`src/rtl/seq_div.sv`:
```
// Sequential restoring divider: 2W-bit dividend / W-bit divisor, one quotient bit
// per clock under a start/done handshake; divide-by-zero completes in one cycle.
module seq_div #(
    parameter int W = 4
) (
    input  logic           clk,
    input  logic           rst,
    input  logic           start,
    input  logic [2*W-1:0] a,
    input  logic [W-1:0]   b,
    output logic           busy,
    output logic           done,
    output logic [2*W-1:0] q,
    output logic [W-1:0]   r,
    output logic           dbz
);

    localparam int CW = (2 * W > 1) ? $clog2(2 * W) : 1;

    typedef enum logic {
        IDLE,
        RUN
    } state_t;

    state_t         state, state_next;
    logic [2*W-1:0] dividend;
    logic [2*W-1:0] qacc;
    logic [W-1:0]   divisor;
    logic [W:0]     rem;
    logic [W:0]     trial;
    logic [W:0]     rem_next;
    logic [CW-1:0]  cnt;
    logic           qbit;
    logic           accept;
    logic           zero_div;
    logic           last;

    // NOTE: every signal written here gets a default first, so no path can
    // leave one unassigned and infer a latch.
    always_comb begin
        state_next = state;
        accept     = 1'b0;
        zero_div   = 1'b0;
        last       = 1'b0;
        trial      = {rem[W-1:0], dividend[cnt]};
        qbit       = (trial >= {1'b0, divisor});
        rem_next   = qbit ? (trial - {1'b0, divisor}) : trial;

        case (state)
            IDLE: begin
                if (start) begin
                    if (b != '0) begin
                        accept     = 1'b1;
                        state_next = RUN;
                    end else begin
                        zero_div = 1'b1;
                    end
                end
            end
            RUN: begin
                if (cnt == '0) begin
                    last       = 1'b1;
                    state_next = IDLE;
                end
            end
            default: state_next = IDLE;
        endcase
    end

    // NOTE: sequential state uses non-blocking assignments so every register
    // samples the pre-edge values, independent of statement order.
    always_ff @(posedge clk) begin
        if (rst) state <= IDLE;
        else     state <= state_next;
    end

    always_ff @(posedge clk) begin
        if (rst) begin
            busy     <= 1'b0;
            done     <= 1'b0;
            q        <= '0;
            r        <= '0;
            dbz      <= 1'b0;
            cnt      <= '0;
            dividend <= '0;
            divisor  <= '0;
            rem      <= '0;
            qacc     <= '0;
        end else begin
            done <= 1'b0;

            if (accept) begin
                dividend <= a;
                divisor  <= b;
                rem      <= '0;
                qacc     <= '0;
                cnt      <= CW'(2 * W - 1);
                busy     <= 1'b1;
            end

            if (zero_div) begin
                q    <= '1;
                r    <= a[W-1:0];
                dbz  <= 1'b1;
                done <= 1'b1;
            end

            if (state == RUN) begin
                rem  <= rem_next;
                qacc <= {qacc[2*W-2:0], qbit};
                if (last) begin
                    // Result is taken from this cycle's step, not the registers.
                    q    <= {qacc[2*W-2:0], qbit};
                    r    <= rem_next[W-1:0];
                    dbz  <= 1'b0;
                    done <= 1'b1;
                    busy <= 1'b0;
                end else begin
                    cnt <= cnt - 1'b1;
                end
            end
        end
    end

endmodule
```
`config.mk`:
```
export PLATFORM = sky130hd
export DESIGN_NAME = seq_div
export DESIGN_NICKNAME = d
export VERILOG_FILES = /design/src/rtl/seq_div.sv
export SDC_FILE = /design/constraint.sdc
export NUM_CORES = 1
export LEC_CHECK = 0
export CAP_MARGIN = 20
export CORE_MARGIN = 1
export CORE_UTILIZATION = 45
export DETAILED_ROUTE_END_ITERATION = 6
export DONT_BUFFER_PORTS = 1
export SLEW_MARGIN = 10
export SYNTH_ARGS = -nofsm -noshare
export SYNTH_HDL_FRONTEND = slang
export SYNTH_SLANG_ARGS = --single-unit
```
`constraint.sdc`:
```
create_clock -name clk -period 4.75 [get_ports clk]
set_clock_uncertainty 0.1 [all_clocks]
set_input_delay 0.475 -clock clk [delete_from_list [all_inputs] [get_ports clk]]
set_output_delay 0.475 -clock clk [all_outputs]
set_load 0.01 [all_outputs]
```
Yosys cells after proc, flatten, opt, wreduce, memory -nomap -nowiden
Index checks and enable logic that the tools add are counted. W data, S select, Z words.

Flip-flop bits (word level): 42. Bits in latches: 0. RAM bits: 0. ROM bits: 0. Input port bits: 15. Output and inout port bits: 15. Word-level logic and storage cells: 54. Memories: 0.

Add/subtract/negate cells: 2. Multiply operators: 0. Divide/modulo/power cells: 0. Magnitude comparators: 2. Eq/ne operators: 0. Shifts and indexed selects: 0. Multiplexer cells: 35. Bitwise logic cells: 1. Reduce and logical (&&, ||, !) cells: 3.

Operators with widths (number): $mux W4 (6); $mux W8 (3); $mux W1 (19); $mux W7 (2); $mux W3 (3); $ge A5 B4 Y1 (1); $lt A3 B4 Y1 const B (1); $reduce_bool A4 Y1 (1); $sub A4 B4 Y4 (1); $bmux W1 S3 (1); $logic_not A3 Y1 (1); $sub A3 B1 Y3 const B (1); $pmux W1 S2 (1); $reduce_bool A2 Y1 (1); $not A1 Y1 (1).

Longest topological paths before layout
Word-level depth: 7. Mapped depth: 10. Depth with buffers taken out: 9.

Worst setup path before layout
No wires, ideal clock.

Kind: flip-flop to flip-flop. Start point: register cnt[1]. End point: register rem[2]. Library setup time: 0.117 ns. Arrival: 2.297 ns. Data required time: 4.533 ns. Path slack: 2.236 ns. Cell stages (with the launch flop): 9. Buffers on the path: 0. Period minus slack after synthesis: 2.514 ns. Cells stage by stage: dfxtp_1 > mux4_2 > mux2i_1 > ha_1 > inv_1 > fa_1 > xor2_1 > mux2_2 > a32o_1.

Cells in the longest elaborated chain, start to end: 5. Elaborated cells on any way between the ends: 6. Classes of those cells: add/sub (1); order compare (1); mux (4).

Ends and longest elaborated chain: from (decl) (line 32) `logic [CW-1:0] cnt;`; from (signal assigned) (line 97) `cnt <= CW'(2 * W - 1);`; from (signal assigned) (line 119) `cnt <= cnt - 1'b1;`; $bmux W1 S3 * (line 45) `trial = {rem[W-1:0], dividend[cnt]};`; $mux W1 (implied by the code) * (line 45); $sub A4 B4 Y4 / $ge A5 B4 Y1 (equally long branches) (line 47, 46); $mux W4 * (line 47) `rem_next = qbit ? (trial - {1'b0, divisor}) : trial;`; $mux W4 * (line 108) `if (state == RUN) begin`; to (signal assigned) (line 109) `rem <= rem_next;`; to (decl) (line 29) `logic [W:0] rem;`.

Mark *: on every way between the ends. The rest lies on a longest branch, timed or not. The select of a mux whose other input is x is not followed. A chain may end at the register's enable or synchronous reset.

Final worst setup path
Ends and elaborated chain as after synthesis.

==> results_dict.tcl <==
set metrics [dict create \
    outcome "completed" \
    internal_power_uw 593 \
    worstPathRequired_ns 4.84 \
    p_per_area_nw_per_um2 422 \
    clk_latency_ns 0.29 \
    detail-route-antenna-nets 0 \
    die_w_um 65.6 \
    synth_cell_types 36 \
    drv_cap 0 \
    syn_area_per_cell_um2 8.55 \
    place_area_um2 1840 \
    synthCells 213 \
    area_delta_synth_final_pct 6.87 \
    h-tree-depth 2 \
    swShare 0.278 \
    drcViolationCount 0 \
    cp-end-kind "flip-flop" \
    antenna_found_initial 0 \
    finalCriticalPeriod_ns 2.66 \
    grt_pass1_wl_um 6870 \
    synth_ff_type "dfxtp_1" \
    cts_resized 0 \
    routed_via_density 5.68 \
    num_antenna_cells 0 \
    dieHeight_um 65.6 \
    drv_slew 0 \
    hold_path_class "in -> reg" \
    clkTransAtPathRegs_ns 0.08 \
    first_pass_iters 4 \
    nFillCells 343 \
    regArea_um2 841 \
    critical_path_class "reg -> reg" \
    ir_worst_vdd_mv 0.367 \
    hold_violations 0 \
    finish.net_count 232 \
    p_sw_uw 228 \
    wl_per_cell_um 15.4 \
    cts_tree "built" \
    drtIter0Drc 100 \
    routed_wl_um 4000 \
    globalplace.congestion 0.924 \
    die-area_um2 4310 \
    synth-edff-count 0 \
    io_pins 30 \
    p_seq_frac 0.495 \
    cts_buffers 5 \
    drive_gt1_frac 0.0758 \
    numPortBuffers 0 \
    finalSetupViolations 0 \
    ys_seq_area_frac 0.462 \
    crit_path_start_kind "flip-flop" \
    ys_async_sr_fraction 0 \
    layout_commonest_cell "dfxtp_1" \
    grt_max_degree 34 \
    dr_total_vias 1471 \
    rsz0062_at_grt "no" \
    p_clk_frac 0.340 \
    p_leak_uw 0.000723 \
    layout_common_cells "dfxtp_1, nand2_1, a21oi_1, nor2_1" \
    fin_setup_tns_ns 0 \
    worst_ep_arrival_time_ns 2.75 \
    hpwl_um 2900 \
    synth_fp_nets 235 \
    clock-root-buffer "clkbuf_8" \
    combPwrFrac 0.165 \
    maxSlewHeadroom 0.507 \
    placementRows 22 \
    syn_area_um2 1820 \
    multi_input_area_um2 903 \
    cp_max_fo 6 \
    grtUsageTotal 0.213 \
    hold_buffers 0 \
    synth-seq-cells 42 \
    fin_area_um2 1950 \
    initial_utilization 0.483 \
    clock_sinks 42 \
    gr-total-overflow 0 \
    postCtsSetupBuffers 0 \
    core_region_area_um2 3770 \
    clockBufferDepth 2 \
    synth.yosys.warnings 0 \
    grt_pass1_vias 1490 \
    clock.fmax_mhz 376 \
    final.period_utilization 0.559 \
    worst_slew_pin_slew_ns 0.737 \
]
-- synth_stat cells, types with 2 or more instances --
master	instances	area share
buf_2	2	0.0055
o21ai_0	9	0.025
ha_1	6	0.041
mux4_2	2	0.025
dfxtp_1	42	0.46
nand3_1	5	0.014
nor3_1	6	0.016
nor2b_1	2	0.0069
a21oi_1	27	0.074
nand2b_1	4	0.014
nand2_1	40	0.082
a31oi_1	4	0.014
inv_1	9	0.019
mux2i_1	2	0.011
a32o_1	2	0.011
nor2_1	20	0.041
a22oi_1	6	0.025
clkbuf_1	7	0.014
-- power groups by stage --
stage,Clock [µW],Combinational [µW],Sequential [µW]
finish,279,135,407
detailed placement,0,134,415
global route,302,153,411
CTS,284,135,407
global placement,0,130,414
floorplan,0,122,404
-- critical path, stage by stage, from the launching register on --
cell	delay (ns)
dfxtp_1	0.43
mux4_2	0.52
mux2i_1	0.20
ha_1	0.30
nor2b_1	0.12
o221a_2	0.27
mux2_2	0.36
a32o_1	0.25
-- registers in the layout, indices dropped and copies added, names as in the netlist --
name,flops
dbz,1
q,8
dividend,8
cnt,3
qacc,7
r,4
busy,1
done,1
rem,4
divisor,4
state,1
-- metrics by stage --
step	setup slack, ns	hold WS, ns	instances	power, µW	util
global route	1.92	0.120	259	865	0.516
global placement	2.14	0.343	251	543	0.487
floorplan	2.24	0.333	213	525	-
detailed placement	2.10	0.344	251	550	0.487
finish	2.09	0.138	259	821	0.516
CTS	2.09	0.129	259	826	0.516
-- cells by family (layout without fill, tap and decap cells) --
| logic type | after synthesis | count (layout) | synth area share |
|---|---|---|---|
| muxes | 5 | 5 | 0.0419 |
| DFF | 42 | 42 | 0.462 |
| xor gates and xnor gates | 2 | 2 | 0.00962 |
| adders and majority gates | 7 | 7 | 0.0522 |
| and+or+nand+nor | 82 | 82 | 0.199 |
| AOI/OAI and AO/OA | 56 | 56 | 0.193 |
| buffers and inverters | 19 | 17 | 0.0426 |
-- metal layers --
layer	GRT usage	vias up	wire length (µm)
li1	-	733	-
met1	0.255	705	1800
met2	0.349	27	1970
met3	0.0660	6	171
met4	0.0870	0	51
met5	0	-	0
-- path summary, 6_finish.rpt --
| path | start | end | slack, ns | cells after the start |
|---|---|---|---|---|
| setup / recovery | cnt[1]$_SDFF_PP0_ | rem[2]$_SDFFE_PP0P_ | 2.09 | 7 |
| hold / removal | rst | done$_SDFF_PP0_ | 0.14 | 1 |
| setup reg to reg | cnt[1]$_SDFF_PP0_ | rem[2]$_SDFFE_PP0P_ | 2.09 | 7 |
| hold reg to reg | dividend[2]$_SDFFE_PP0P_ | dividend[2]$_SDFFE_PP0P_ | 0.36 | 2 |
-- area by class of cell --
cell class,instances,share of cell area
multi-input combinational,152,0.464
sequential,42,0.432
tap,48,0.0308
clock buffer,5,0.0353
clock inverter,3,0.0206
inverter,9,0.0174
Power figures use the tool's default switching activity.
